$ cat src/rtl/ult_arb.sv
// Two-requester arbiter sharing one unsigned less-than comparator.
// Round-robin grant in IDLE, compare in EXEC, hold the response in RESP until it is consumed.
module ult_arb #(
  parameter int WIDTH = 32
) (
  input  logic             clk,
  input  logic             rst,
  input  logic [1:0]       req_valid,
  input  logic [WIDTH-1:0] req_a0,
  input  logic [WIDTH-1:0] req_b0,
  input  logic [WIDTH-1:0] req_a1,
  input  logic [WIDTH-1:0] req_b1,
  output logic [1:0]       req_ready,
  output logic             rsp_valid,
  input  logic             rsp_ready,
  output logic             rsp_id,
  output logic [WIDTH-1:0] rsp_result,
  output logic             rsp_flag,
  output logic             busy
);

  localparam logic [1:0] IDLE = 2'd0;
  localparam logic [1:0] EXEC = 2'd1;
  localparam logic [1:0] RESP = 2'd2;

  logic [1:0]       state;
  logic             last_grant;
  logic             grant_id;
  logic             op_id;
  logic [WIDTH-1:0] op_a;
  logic [WIDTH-1:0] op_b;
  logic             lt;

  // On a tie the requester that did not win last time gets the grant.
  always_comb begin
    grant_id = 1'b0;
    case (req_valid)
      2'b10:   grant_id = 1'b1;
      2'b11:   grant_id = ~last_grant;
      default: grant_id = 1'b0;
    endcase
  end

  // Gated by rst so req_ready stays low while reset is held, whatever req_valid does.
  always_comb begin
    req_ready = 2'b00;
    if (state == IDLE && !rst && req_valid != 2'b00)
      req_ready = grant_id ? 2'b10 : 2'b01;
  end

  assign lt   = op_a < op_b;
  assign busy = state != IDLE;

  always_ff @(posedge clk or posedge rst) begin
    if (rst) begin
      state      <= IDLE;
      last_grant <= 1'b1;
      op_id      <= 1'b0;
      op_a       <= '0;
      op_b       <= '0;
      rsp_valid  <= 1'b0;
      rsp_result <= '0;
      rsp_flag   <= 1'b0;
      rsp_id     <= 1'b0;
    end else begin
      case (state)
        IDLE: begin
          if (req_ready != 2'b00) begin
            op_a       <= grant_id ? req_a1 : req_a0;
            op_b       <= grant_id ? req_b1 : req_b0;
            op_id      <= grant_id;
            last_grant <= grant_id;
            state      <= EXEC;
          end
        end
        EXEC: begin
          rsp_result <= {WIDTH{lt}};
          rsp_flag   <= ~lt;
          rsp_id     <= op_id;
          rsp_valid  <= 1'b1;
          state      <= RESP;
        end
        RESP: begin
          if (rsp_ready) begin
            rsp_valid <= 1'b0;
            state     <= IDLE;
          end
        end
        default: state <= IDLE;
      endcase
    end
  end

endmodule
$ cat config.mk
export PLATFORM = sky130hd
export DESIGN_NAME = ult_arb
export DESIGN_NICKNAME = d
export VERILOG_FILES = /design/src/rtl/ult_arb.sv
export SDC_FILE = /design/constraint.sdc
export NUM_CORES = 1
export LEC_CHECK = 0
export BUFFER_PORTS_ARGS = -buffer_cell sky130_fd_sc_hd__buf_2
export CAP_MARGIN = 15
export CORE_MARGIN = 2
export CORE_UTILIZATION = 24
export CTS_CLUSTER_SIZE = 16
export DETAILED_ROUTE_END_ITERATION = 8
export PLACE_DENSITY = 0.45
export SYNTH_ARGS = -nofsm -noshare
export SYNTH_HDL_FRONTEND = slang
export SYNTH_SLANG_ARGS = --single-unit
$ cat constraint.sdc
create_clock -name clk -period 2.6 [get_ports clk]
set_clock_uncertainty 0.05 [all_clocks]
set_input_delay 0.52 -clock clk [delete_from_list [all_inputs] [get_ports clk]]
set_output_delay 0.52 -clock clk [all_outputs]
set_load 0.01 [all_outputs]
* After elaboration in Yosys (flattened, before gate mapping) *
Index checks and enable logic that the tools add are counted.

word-level totals
  register bits after elaboration = 72
  bits in latches = 0
  RAM bits = 0
  ROM bits = 0
  bits of input ports = 133
  output and inout bits = 38
  word-level logic and storage cells = 39
  memories = 0

operators by class
  $add $sub $neg = 0
  multipliers = 0
  div/mod/pow operators = 0
  order comparisons = 1
  eq/ne operators = 6
  shifts and indexed selects = 0
  multiplexer cells = 10
  bitwise operators = 2
  reduce and logical (&&, ||, !) cells = 11

operators by type and width
  operator            number
  $mux 32             2
  $lt 32x32->1        1
  $mux 2              4
  $reduce_bool 2->1   4
  $eq 2x2->1 const B  3
  $pmux 2 s3          1
  $reduce_and 2->1    3
  $pmux 1 s2          2
  $eq 2x1->1 const B  1
  $logic_and 1x1->1   2
  $logic_not 2->1     1
  $ne 2x1->1 const B  1
  $ne 2x2->1 const B  1
  $not 1->1           2
  $logic_not 1->1     1
  $mux 1              1

* Longest topological paths before layout *
  depth after elaboration = 7
  mapped depth = 7
  mapped depth without buffers = 7

* Worst setup path before layout *
Ideal clock, no wire load.

  path kind = reg-to-reg
  start = reg op_a[30]
  end = reg rsp_result[0] (netlist name)
  setup time = 0.119 ns
  arrival time = 1.666 ns
  required time = 2.431 ns
  slack = 0.765 ns
  stages on the path, launching flop included = 7
  path buffers = 0
  period minus slack after synthesis = 1.835 ns
  path through = dfrtp_1 ha_1 nand4_2 or4_4 a21oi_1 o31ai_1 o21a_1

between the ends
  word-level cells in the longest chain between the ends = 1

RTL lines
  item                      line  RTL
  start: declaration        30    logic [WIDTH-1:0] op_a;
  start signal: assignment  69    op_a <= grant_id ? req_a1 : req_a0;
  $lt 32x32->1              51    assign lt = op_a < op_b;

No other way between the ends.
A chain may end at the register's enable or synchronous reset.

* Worst setup path after layout *
  start = reg state[0]
  end = out req_ready[0]

between the ends
  word-level cells in the longest chain between the ends = 4

RTL lines
  item                             line  RTL
  start: declaration               26    logic [1:0] state;
  start signal: assignment         56    state <= IDLE;
  start signal: assignment         73    state <= EXEC;
  start signal: assignment         81    state <= RESP;
  $logic_not 2->1                  47    if (state == IDLE && !rst && req_valid != 2'b00)
  $logic_and 1x1->1 (2 in series)  47
  $mux 2                           47
  end: declaration                 13    output logic [1:0] req_ready,

No other way between the ends.

==> run metrics <==
Synth Area in Adders under 10%; CTS tree built; Fill cells roughly 1700; Min-Delay Path Class input port to asynchronous set/reset pin; most frequent cells in the layout buf_2 (170), inv_1 (99), dfrtp_1 (71); Crit Path Class flop to output port; syn nets 550; pin count of the biggest net entering global routing 67; Pre-Repair DR Iteration Count 8; Worst setup SP type flop; post_cts resized 0; synth unique cells 34; port bufs 170; P&R area growth vs syn 30.3%; Reg-to-Reg Start op_b[31]$_DFFE_PP0P_; ANT cells 0; Worst Setup End Kind output port; core area around 16000 µm²; Worst Reg-to-Reg Cells 7; Max FO, Critical Path 5; Leak approximately 2.9 nW; Critical Path AT 1.47 ns; endpoints failing hold 0; Initial Utilization 24.3%; Final WS setup approximately 0.56 ns; cells after synthesis about 390; placer congestion estimate 0.723; Fin Hold WS 0.174 ns; f_max between 0.4 and 0.5 GHz; 1st-iter DRT viols 304; register area share after synthesis about 45%; post-place setup slack 0.566 ns; Num CTS Buffers 9; post-synthesis mux area share less than 1%; vias in the first global route roughly 3500; Routed Antenna Nets 0; largest family of logic cells by synthesized area compound AO/OA/AOI/OAI gates; Residual DRC 0; Tmin final between 2 and 2.5 ns; endpoint of the most critical register-to-register path rsp_result[0]$_DFFE_PP0P_; Nets approximately 680; Simple-Gate Fraction of Synth Area 3.90%; Post-CTS Setup Bufs 0; vias post-DR 3461; FP Rows 47; PD cells approximately 1100 nW/µm²; max-slew violations 0; H-tree depth 3; layout cells sized above 1 between 30% and 40%; vias per inst ~4.7; initial antenna violation count 0; hold buffer count at CTS 0; CTS clk-pin slew, worst paths 0.06 ns; Synthesis Warnings 0; xor and xnor area share after synthesis 0%; Synth Area in Compound Gates 22.0%; RSZ-0062 raised after global routing false; die height around 130 µm; Synth Cell Area just under 4000 µm²; clock tree buffer depth 2; Slew headroom 51.5%; status completed; Die X roughly 130 µm; clock sinks between 70 and 80; syn avg cell area roughly 10 µm²; # setup viols final 0; worst vdd ir about 0.29 mV; Die ar. ~18000 µm²; GRT Util Overall 12.2%; Worst Path Required around 2.0 ns; number of max-cap violations 0; setup_tns 0 ns; Worst-Skew Late Latency about 0.34 ns; GRT Residual Overflow 0; Detailed Place HPWL slightly below 8 mm; io pins 171; Root Buffer clkbuf_16; reg2reg setup slack around 0.56 ns; wire per inst between 10 and 15 µm; worst-margin pin slew 0.727 ns; final WL roughly 11 mm; first-pass GRT wire length 17.0 mm; period utilization between 70% and 80%; Yosys reg bits 72; total chip power 0.00590 W; most common cell after layout, fill and taps aside buf_2; Placement Cell Area 4830 µm²; Final Instance Area between 5000 and 6000 µm²
==> cell type report <==
type / count / area, µm² / area share (%)
Clock buffer: 11 / 253 / 4.87
Clock inverter: 5 / 103 / 1.98
Inverter: 100 / 377 / 7.26
Multi-Input combinational cell: 161 / 1450 / 28.0
Sequential cell: 72 / 1800 / 34.8
Tap cell: 220 / 275 / 5.31
Timing Repair Buffer: 175 / 926 / 17.9
==> metrics by stage <==
stage,util [%],std cells
floorplan,-,386
global placement,29.4,728
detailed placement,29.4,728
CTS,31.6,744
global route,31.6,744
finish,31.6,744
==> flip-flops by register name (all words and copies together), names as in the netlist <==
| signal | cells |
|---|---|
| rsp_flag | 1 |
| rsp_result | 1 |
| state | 2 |
| rsp_valid | 1 |
| rsp_id | 1 |
| op_id | 1 |
| last_grant | 1 |
| op_b | 32 |
| op_a | 32 |
==> worst max path at each step <==
stage	startpoint	to	depth (start not counted)
2_1_floorplan	rst	op_a[0]$_DFFE_PP0P_	1
3_3_place_gp	op_a[7]$_DFFE_PP0P_	rsp_result[0]$_DFFE_PP0P_	5
3_5_place_dp	op_b[31]$_DFFE_PP0P_	rsp_result[0]$_DFFE_PP0P_	7
4_1_cts	state[0]$_DFFE_PP0P_	req_ready[0]	4
5_1_grt	rsp_result[0]$_DFFE_PP0P_	rsp_result[13]	1
6_report	state[0]$_DFFE_PP0P_	req_ready[0]	4
==> synth_stat cells (all sizes together) <==
library cell / n / share of area (%)
a31oi: 1 / 0.16
mux2: 1 / 0.28
buf: 48 / 8.8
o21a: 1 / 0.19
o41a: 1 / 0.28
o31ai: 1 / 0.19
a222oi: 64 / 16
ha: 31 / 9.7
or2: 1 / 0.16
nand2: 9 / 0.85
or4: 1 / 0.28
a21boi: 1 / 0.19
inv: 100 / 9.4
a211o: 1 / 0.22
o311a: 1 / 0.25
nand4: 5 / 0.94
a2111o: 1 / 0.28
a21o: 5 / 0.94
dfstp: 1 / 0.66
clkbuf: 5 / 0.47
nand3: 4 / 0.50
o32ai: 1 / 0.22
nand2b: 3 / 0.47
nor2: 3 / 0.28
o21ai: 7 / 0.97
dfrtp: 71 / 45
and3: 1 / 0.16
nor3: 1 / 0.25
a21oi: 16 / 2.0
==> worst max-delay path: stages (launching register included) <==
cell and delay, ns:
dfrtp_1 0.42, nor3_2 0.28, o21ai_4 0.11, a21oi_4 0.16
buf_2 0.16
==> report_power, final <==
part | leakage [nW] | switching (W) | total [W] | internal, W
Sequential | 0.880 | 0.000381 | 0.00203 | 0.00165
Combinational | 1.82 | 0.00124 | 0.00241 | 0.00117
Clock | 0.172 | 0.000479 | 0.00147 | 0.000987
Total | 2.87 | 0.00210 | 0.00590 | 0.00380
==> metal layers <==
| layer | track usage (%) | share of wire [%] |
|---|---|---|
| met1 | 15.3 | 44 |
| met3 | 3.72 | 7.5 |
| met4 | 5.02 | 1.9 |
| met5 | 0 | 0 |
| met2 | 19.7 | 47 |
==> logic make-up (layout without fill, tap and decap cells) <==
kind of cell,count (synthesis),count (layout)
buffers and inverters,153,291
AO/OA/AOI/OAI,101,101
flip-flops,72,72
adder cells (fa/ha/maj),31,31
AND/OR/NAND/NOR,28,28
multiplexers,1,1
Power figures use the tool's default switching activity.
